===== src/rtl/forwarding_pipe.sv =====
// Operand-forwarding select generator with load-use stall detection for a pipelined core.
// Define FWD_ST_EN to forward (and stall on) the store-data source register as well.
module forwarding_pipe #(
   parameter int ADDR_LEN  = 5,
   parameter int FWD_DEPTH = 2,
   parameter int CNT_W     = 16,
   localparam int SEL_W    = $clog2(FWD_DEPTH + 1)
) (
   input  logic                clk,
   input  logic                rst,
   input  logic                freeze,
   input  logic                flush,
   input  logic                valid_ID,
   input  logic [ADDR_LEN-1:0] src1_ID,
   input  logic [ADDR_LEN-1:0] src2_ID,
   input  logic [ADDR_LEN-1:0] st_src_ID,
   input  logic [ADDR_LEN-1:0] dest_ID,
   input  logic                WB_EN_ID,
   input  logic                MEM_R_EN_ID,
   output logic [SEL_W-1:0]    val1_sel,
   output logic [SEL_W-1:0]    val2_sel,
   output logic [SEL_W-1:0]    st_sel,
   output logic                hazard_stall,
   output logic [CNT_W-1:0]    stall_cnt
);

   typedef struct packed {
      logic                wb_en;
      logic                mem_r;
      logic [ADDR_LEN-1:0] dest;
   } tag_t;

   typedef tag_t tag_arr_t [FWD_DEPTH+1];

   tag_arr_t         tag_q;
   tag_t             ent0_d;
   logic [SEL_W-1:0] val1_sel_q, val1_sel_d;
   logic [SEL_W-1:0] val2_sel_q, val2_sel_d;
   logic [CNT_W-1:0] stall_cnt_q, stall_cnt_d;
   logic             ld_hit;
   logic             bubble;

   // Nearest producer wins; the oldest entry is covered by the register file's write-before-read.
   function automatic logic [SEL_W-1:0] nearest_sel(input logic [ADDR_LEN-1:0] src,
                                                    input tag_arr_t tags);
      logic [SEL_W-1:0] sel;
      logic             found;
      sel   = '0;
      found = 1'b0;
      for (int unsigned k = 0; k < FWD_DEPTH; k++) begin
         if (!found && (src != '0) && tags[k].wb_en && (tags[k].dest == src)) begin
            sel   = SEL_W'(k + 1);
            found = 1'b1;
         end
      end
      return sel;
   endfunction

   always_comb begin
      ld_hit = tag_q[0].wb_en && tag_q[0].mem_r && (tag_q[0].dest != '0) &&
               ((tag_q[0].dest == src1_ID) || (tag_q[0].dest == src2_ID));
`ifdef FWD_ST_EN
      ld_hit = ld_hit || (tag_q[0].wb_en && tag_q[0].mem_r && (tag_q[0].dest != '0) &&
                          (tag_q[0].dest == st_src_ID));
`endif
      hazard_stall = valid_ID && !flush && ld_hit;
   end

   always_comb begin
      bubble       = !valid_ID || hazard_stall || flush;
      ent0_d.wb_en = WB_EN_ID && !bubble;
      ent0_d.mem_r = MEM_R_EN_ID && !bubble;
      ent0_d.dest  = dest_ID;
      val1_sel_d   = bubble ? '0 : nearest_sel(src1_ID, tag_q);
      val2_sel_d   = bubble ? '0 : nearest_sel(src2_ID, tag_q);
      stall_cnt_d  = stall_cnt_q;
      if (hazard_stall && (stall_cnt_q != '1)) begin
         stall_cnt_d = stall_cnt_q + 1'b1;
      end
   end

   always_ff @(posedge clk or negedge rst) begin
      if (!rst) begin
         for (int unsigned i = 0; i <= FWD_DEPTH; i++) begin
            tag_q[i] <= '0;
         end
         val1_sel_q  <= '0;
         val2_sel_q  <= '0;
         stall_cnt_q <= '0;
      end else if (!freeze) begin
         for (int unsigned i = FWD_DEPTH; i > 0; i--) begin
            tag_q[i] <= tag_q[i-1];
         end
         tag_q[0]    <= ent0_d;
         val1_sel_q  <= val1_sel_d;
         val2_sel_q  <= val2_sel_d;
         stall_cnt_q <= stall_cnt_d;
      end
   end

`ifdef FWD_ST_EN
   logic [SEL_W-1:0] st_sel_q, st_sel_d;

   always_comb begin
      st_sel_d = bubble ? '0 : nearest_sel(st_src_ID, tag_q);
   end

   always_ff @(posedge clk or negedge rst) begin
      if (!rst) begin
         st_sel_q <= '0;
      end else if (!freeze) begin
         st_sel_q <= st_sel_d;
      end
   end

   assign st_sel = st_sel_q;
`else
   logic [ADDR_LEN-1:0] unused_st_src;
   assign unused_st_src = st_src_ID;
   assign st_sel        = '0;
`endif

   assign val1_sel  = val1_sel_q;
   assign val2_sel  = val2_sel_q;
   assign stall_cnt = stall_cnt_q;

endmodule


===== config.mk =====
export PLATFORM = sky130hd
export DESIGN_NAME = forwarding_pipe
export DESIGN_NICKNAME = d
export VERILOG_FILES = /design/src/rtl/forwarding_pipe.sv
export SDC_FILE = /design/constraint.sdc
export NUM_CORES = 1
export LEC_CHECK = 0
export BUFFER_PORTS_ARGS = -buffer_cell sky130_fd_sc_hd__clkbuf_2
export CORE_MARGIN = 3
export CORE_UTILIZATION = 50
export CTS_BUF_LIST = sky130_fd_sc_hd__clkbuf_8 sky130_fd_sc_hd__clkbuf_16
export DETAILED_ROUTE_END_ITERATION = 12
export PLACE_DENSITY = 0.89
export SKIP_LAST_GASP = 1
export SLEW_MARGIN = 20
export SYNTH_ARGS = -nofsm -noshare
export SYNTH_HDL_FRONTEND = slang
export SYNTH_SLANG_ARGS = --single-unit

===== constraint.sdc =====
create_clock -name clk -period 4.4 [get_ports clk]
set_input_delay 0.22 -clock clk [delete_from_list [all_inputs] [get_ports clk]]
set_output_delay 0.22 -clock clk [all_outputs]
set_load 0.01 [all_outputs]

==> results of run 1 <==
[registers in the layout (all words and copies together), names as in the netlist]
| name | count |
|---|---|
| stall_cnt | 16 |
| tag_q | 13 |
| val1_sel | 2 |
| val2_sel | 2 |
[how the worst max path moves through the flow]
| stage | endpoint | slack (ns) | depth (start not counted) |
|---|---|---|---|
| after floorplan | stall_cnt[14] | 2.45 | 7 |
| after global placement | stall_cnt[1] | 2.00 | 6 |
| after detailed placement | stall_cnt[8] | 1.96 | 7 |
| after CTS | stall_cnt[1] | 1.92 | 6 |
| after global routing | stall_cnt[15] | 1.70 | 7 |
| final | stall_cnt[1] | 1.93 | 6 |
[Yosys cell counts, types with 3 or more instances]
library cell	instances	area (sq um)
and3_1	5	31.3
buf_4	3	22.5
dfrtp_1	33	826
mux2_2	12	135
nand2_1	13	48.8
nand3_1	8	40.0
nand4_1	7	43.8
nor2_1	5	18.8
o31ai_1	4	30.0
xnor2_1	20	175
xor2_1	15	131
[final cells by class]
type                    count  area [sq um]  share of cell area
clock buffers               6          82.6              0.0403
clock inverters             2          33.8              0.0165
inverters                   2          7.51             0.00367
multi-input cells         112           832               0.406
flip-flops and latches     33           826               0.403
well taps                  44          55.1              0.0269
repair buffers             42           210               0.103
[critical path, delay by kind of cell (launching register included)]
| family | cells | cell delay (ns) |
|---|---|---|
| AO/OA/AOI/OAI | 2 | 0.96 |
| flip-flops | 1 | 0.44 |
| multiplexers | 1 | 0.41 |
| AND/OR/NAND/NOR | 2 | 0.35 |
| XOR/XNOR | 1 | 0.19 |
[metrics by stage]
stage	total power [mW]	worst slack [ns]	instances	hold WS [ns]	area [sq um]
after floorplan	0.383	2.45	152	-0.0756	1700
after global placement	0.407	2.00	233	0.340	1930
after detailed placement	0.410	1.96	233	0.345	1930
after CTS	0.704	1.92	241	0.0264	2050
after global routing	0.727	1.70	241	0.0709	2050
final	0.695	1.93	241	0.00441	2050
[layer usage]
| layer | vias up | global-route usage | wire (microns) |
|---|---|---|---|
| met5 | - | 0 | 0 |
| met4 | 0 | 0.0712 | 53 |
| met3 | 6 | 0.0615 | 246 |
| met2 | 43 | 0.319 | 1670 |
| met1 | 589 | 0.205 | 1460 |
| li1 | 608 | - | - |
[cells by family (layout without fill, tap and decap cells)]
| logic type | Yosys count | count (layout) | share of synthesized area |
|---|---|---|---|
| other | 1 | 2 | 0.00222 |
| XOR/XNOR | 35 | 35 | 0.181 |
| buffers and inverters | 7 | 52 | 0.0222 |
| AO/OA/AOI/OAI | 8 | 8 | 0.0399 |
| flip-flops | 33 | 33 | 0.488 |
| AND/OR/NAND/NOR | 54 | 54 | 0.179 |
| adder cells (fa/ha/maj) | 1 | 1 | 0.00740 |
| multiplexers | 12 | 12 | 0.0799 |
[power by group through the flow]
| stage | Clock, mW | Combinational (mW) | Sequential, mW |
|---|---|---|---|
| after floorplan | 0 | 0.0472 | 0.336 |
| after global placement | 0 | 0.0680 | 0.339 |
| after detailed placement | 0 | 0.0707 | 0.340 |
| after CTS | 0.299 | 0.0711 | 0.334 |
| after global routing | 0.312 | 0.0791 | 0.336 |
| final | 0.291 | 0.0701 | 0.334 |
==> metrics.csv, run 1 <==
metric;value;unit
syn-cell-area;1690;sq um
routedWlPerCell;14.2;microns
rsz0062_at_grt;no;
hold_buffers;0;
ctsResizeCount;0;
place.port_buffers;42;
p_per_area;340;nW/um^2
startpoint;tag_q[16];
crit_path_max_incr_delay;0.74;ns
critPathSlowestCell;a211oi_2;
r2r_slack;1.93;ns
startpoint_type;flip-flop;
num-fill-cells;279;
power_frac_comb;0.101;
finish.utilization;0.654;
leakage;0.969;nW
worst_pin_slew;0.818;ns
core;3130;sq um
numCtsBuffers;5;
r2r.worst_path.cells;6;
synth_seq_area_share;0.488;
seq_power_share;0.481;
setup_viol;0;
fin_crit;2.47;ns
swShare;0.230;
r2r-start;tag_q[16];
synth_edf_count;0;
dp_hpwl;2.53;mm
cts_max_path_buffers;2;
fin_crit_sh;0.561;
finClkSkew;0.00773;ns
drv_slew;0;
grt_pass1_wl;5.79;mm
cts.sinks;33;
cts_tree;done;
place_congestion;0.873;
internal_power;0.535;mW
crit_chain;xnor2_1 -> nand3_1 -> nor3_2 -> o2111ai_2 -> a211oi_2 -> mux2_2;
yosysWarnings;0;
vias;1246;
finalSetupTns;0;ns
slew_headroom;0.454;
async_reset_ff_frac;1.00;
max_freq;0.405;GHz
cts_root_buf;clkbuf_8;
initial_core_util;0.541;
syn_inst;151;
worstSkewPairLatency;0.28;ns
drive_gt1_frac;0.350;
worstSetupPathType;reg2reg;
grt_pass1_vias;1296;
crit_fanout;13;
fin_nets;224;
first_iter_violations;24;
via_per_inst;5.17;
peakVddDrop;0.000225;V
area_growth;21.0;%
ys_seq_elements;33;
synth_cell_types;31;
dieArea;4120;sq um
layout_commonest_cell;clkbuf_2;
p_clk_frac;0.419;
drc_errors;0;
track_usage;0.183;
maxCapViolCount;0;
grt_max_degree;34;
min_path_type;in2async;
synth_ff_type;dfrtp_1;
io_pins;50;
cp.required;4.56;ns
overflow;0;
drt.antenna.violating_nets;0;
chipWidth;64.2;microns
arrival;2.63;ns
clk_pin_slew;0.07;ns
syn_avg_cell_area;11.2;sq um
postCtsSetupBuffers;0;
power.net_switching;0.160;mW
finalHoldViolCount;0;
wirelength;3.43;mm
r2r-end;stall_cnt[1];
num_rows;20;
htree_levels;2;
fp.dieH;64.2;microns
antenna_found_initial;0;
final_cell_mix;clkbuf_2 (42), dfrtp_1 (33), xnor2_1 (20);
drt_first_pass_iters;4;
antennaDiodeCount;0;
cp-end-kind;flip-flop;
status;finished clean;
Power figures use the tool's default switching activity.
==> inputs of run 2 (changes only) <==
--- a/config.mk
+++ b/config.mk
@@ -5,12 +5,13 @@
 export SDC_FILE = /design/constraint.sdc
 export NUM_CORES = 1
 export LEC_CHECK = 0
+export ABC_AREA = 1
 export BUFFER_PORTS_ARGS = -buffer_cell sky130_fd_sc_hd__clkbuf_2
 export CORE_MARGIN = 3
 export CORE_UTILIZATION = 50
 export CTS_BUF_LIST = sky130_fd_sc_hd__clkbuf_8 sky130_fd_sc_hd__clkbuf_16
 export DETAILED_ROUTE_END_ITERATION = 12
-export PLACE_DENSITY = 0.89
+export PLACE_DENSITY = 0.86
 export SKIP_LAST_GASP = 1
 export SLEW_MARGIN = 20
 export SYNTH_ARGS = -nofsm -noshare
==> constraint.sdc (replaced) <==
create_clock -name clk -period 2.5 [get_ports clk]
set_input_delay 0.125 -clock clk [delete_from_list [all_inputs] [get_ports clk]]
set_output_delay 0.125 -clock clk [all_outputs]
set_load 0.01 [all_outputs]
==> run 2 against run 1 <==
Effect of this change: area after synthesis increased by 26%; critical path depth grew 2; via count increased by 62%; clock skew shrank 0.0022 ns; sequential power rose by 72%; largest cell class unchanged; die area increased by 23%; global-route usage is 2.5 points higher; final cell count up 64%; register-to-register slack got worse by 1.3 ns; total power grew 59%; sequential share of layout area down 7.0 points; combinational power increased by 95%.
==> metrics.csv, run 2 <==
metric;value;unit;change
fin_crit_sh;0.758;;was 0.561
arrival;2.12;ns;was 2.63 ns
cp-end-kind;flip-flop;;unchanged
layout_commonest_cell;nand2_1;;was clkbuf_2
synth_cell_types;26;;was 31
via_per_inst;5.09;;was 5.17
num_rows;23;;was 20
dieArea;5080;sq um;was 4120 sq um
cts.sinks;33;;unchanged
peakVddDrop;0.000318;V;was 0.000225 V
initial_core_util;0.525;;was 0.541
leakage;1.43;nW;was 0.969 nW
grt_pass1_vias;1983;;was 1296
dp_hpwl;3.66;mm;was 2.53 mm
seqCellArea;826;sq um;unchanged
place.port_buffers;42;;unchanged
finClkSkew;0.00556;ns;was 0.00773 ns
ctsResizeCount;0;;unchanged
fp.dieH;71.3;microns;was 64.2 microns
slew_headroom;0.461;;was 0.454
min_from;dest_ID[2];;
syn-cell-area;2130;sq um;was 1690 sq um
final_cell_mix;nand2_1 (98), clkbuf_2 (42), inv_1 (37);;was clkbuf_2 (42), dfrtp_1 (33), xnor2_1 (20)
drt_first_pass_iters;4;;unchanged
worstSkewPairLatency;0.29;ns;was 0.28 ns
critPathSlowestCell;dfrtp_1;;was a211oi_2
cts_root_buf;clkbuf_8;;unchanged
r2r-start;stall_cnt[0];;was tag_q[16]
track_usage;0.208;;was 0.183
ys_top_cells_by_count;nand2_1 (98), inv_1 (37), dfrtp_1 (33);;was dfrtp_1 (33), xnor2_1 (20), xor2_1 (15)
antennaDiodeCount;0;;unchanged
finalSetupTns;0;ns;unchanged
async_reset_ff_frac;1.00;;unchanged
min_path_type;in2reg;;was in2async
r2r_slack;0.61;ns;was 1.93 ns
multiInputGateArea;1100;sq um;was 832 sq um
wirelength;4.81;mm;was 3.43 mm
worstSetupPathType;reg2reg;;unchanged
worst_pin_slew;0.809;ns;was 0.818 ns
setup_viol;0;;unchanged
startpoint;stall_cnt[0];;was tag_q[16]
rsz0062_at_grt;no;;unchanged
ys_seq_elements;33;;unchanged
numCtsBuffers;5;;unchanged
cts_max_path_buffers;2;;unchanged
synth_seq_area_share;0.388;;was 0.488
htree_levels;2;;unchanged
core;4060;sq um;was 3130 sq um
first_iter_violations;132;;was 24
crit_buf_inv;1;;was 0
synthMostInstantiatedCell;nand2_1;;was dfrtp_1
fin_nets;373;;was 224
status;finished clean;;unchanged
area_growth;16.2;%;was 21.0%
hold_slack;0.0475;ns;was 0.00441 ns
max_freq;0.528;GHz;was 0.405 GHz
antenna_found_initial;0;;unchanged
chipWidth;71.3;microns;was 64.2 microns
grt_max_degree;34;;unchanged
crit_chain;ha_1 -> nand3_2 -> nor3_1 -> nand3_1 -> o21ai_4 -> buf_4 -> o21bai_1 -> nand2_1;;was xnor2_1 -> nand3_1 -> nor3_2 -> o2111ai_2 -> a211oi_2 -> mux2_2
vias;2017;;was 1246
synth_area_leaders;dfrtp_1 (39%), nand2_1 (17%), inv_1 (6.5%);;was dfrtp_1 (49%), xnor2_1 (10%), mux2_2 (8.0%)
synth_ff_type;dfrtp_1;;unchanged
routedWlPerCell;12.1;microns;was 14.2 microns
grt_pass1_wl;8.45;mm;was 5.79 mm
crit_path_max_incr_delay;0.42;ns;was 0.74 ns
synth_edf_count;0;;unchanged
drt.antenna.violating_nets;0;;unchanged
synth_area_leader_cell;dfrtp_1;;unchanged
hold_buffers;1;;was 0
crit_fanout;10;;was 13
synth_top_area_frac;0.388;;was 0.488
overflow;0;;unchanged
drv_slew;0;;unchanged
drc_errors;0;;unchanged
clk_pin_slew;0.07;ns;about the same
syn_avg_cell_area;7.13;sq um;was 11.2 sq um
place_congestion;0.908;;was 0.873
cp_top_family;simple AND/OR/NAND/NOR gates;;was compound AO/OA/AOI/OAI gates
p_per_area;447;nW/um^2;was 340 nW/um^2
startpoint_type;flip-flop;;unchanged
drive_gt1_frac;0.182;;was 0.350
finalHoldViolCount;0;;unchanged
cp.required;2.73;ns;was 4.56 ns
postCtsSetupBuffers;0;;unchanged
maxCapViolCount;0;;unchanged
num-fill-cells;351;;was 279
largest_reg_flops;16;;unchanged
syn_inst;299;;was 151
cts_tree;done;;unchanged
yosysWarnings;0;;unchanged
io_pins;50;;unchanged
fin_crit;1.89;ns;was 2.47 ns
==> run 2: changes by cell type in the layout (fill, tap and decap cells not counted), sizes merged, moves of 5 or more <==
cell,change
and3,-5
inv,+37
mux2,-12
nand2,+86
nand3,+15
nor2,+19
nor3,+9
o21ai,+12
o21bai,+16
xnor2,-16
==> run 2: where the power goes <==
group | switching, mW | internal (mW) | total [mW] | leakage (nW)
Clock | 0.202 | 0.192 | 0.394 | 0.0439
Combinational | 0.0848 | 0.0526 | 0.137 | 1.03
Sequential | 0.0218 | 0.553 | 0.575 | 0.359
==> run 2: final timing paths <==
check,end,cells after the start
max reg2reg,stall_cnt[14],8
min in group asynchronous,tag_q[9],2
min,tag_q[16],3
max,stall_cnt[14],8
max in group asynchronous,tag_q[14],2
min reg2reg,tag_q[13],2
==> run 2: worst reg2reg max path, stage by stage (launching register included) <==
cell and delay, ns:
dfrtp_1 0.42, ha_1 0.24, nand3_2 0.14, nor3_1 0.18, nand3_1 0.14, o21ai_4 0.33
buf_4 0.23, o21bai_1 0.08, nand2_1 0.06
==> run 2: per-layer routing <==
metal	wire length, microns	global-route usage	vias up
li1	-	-	1026
met1	2110	0.265	923
met2	2300	0.343	60
met3	318	0.0491	8
met4	78	0.0772	0
met5	0	0	-
==> run 2: area by class of cell <==
class                   count  share of cell area
clock buffers               5              0.0278
well taps                  50              0.0253
repair buffers             46              0.0980
clock inverters             3             0.00707
flip-flops and latches     33               0.334
multi-input cells         218               0.446
inverters                  41              0.0622
==> run 2: stage by stage <==
stage          setup slack [ns]  total power [mW]  area, sq um  utilization  cells
4_1_cts                   0.608              1.12         2480        0.610    396
3_3_place_gp              0.660             0.718         2380        0.586    387
5_1_grt                   0.437              1.16         2480        0.610    396
2_1_floorplan             0.808             0.667         2130            -    300
3_5_place_dp              0.621             0.721         2380        0.586    387
6_report                  0.606              1.11         2480        0.610    396
==> run 2: cell families (layout without fill, tap and decap cells) <==
group | Yosys count | in the layout | synth area share
adder cells (fa/ha/maj) | 1 | 1 | 0.00587
buffers and inverters | 49 | 95 | 0.0957
AND/OR/NAND/NOR | 163 | 163 | 0.328
other | 1 | 2 | 0.00176
AO/OA/AOI/OAI | 33 | 33 | 0.103
XOR/XNOR | 19 | 19 | 0.0781
flip-flops | 33 | 33 | 0.388
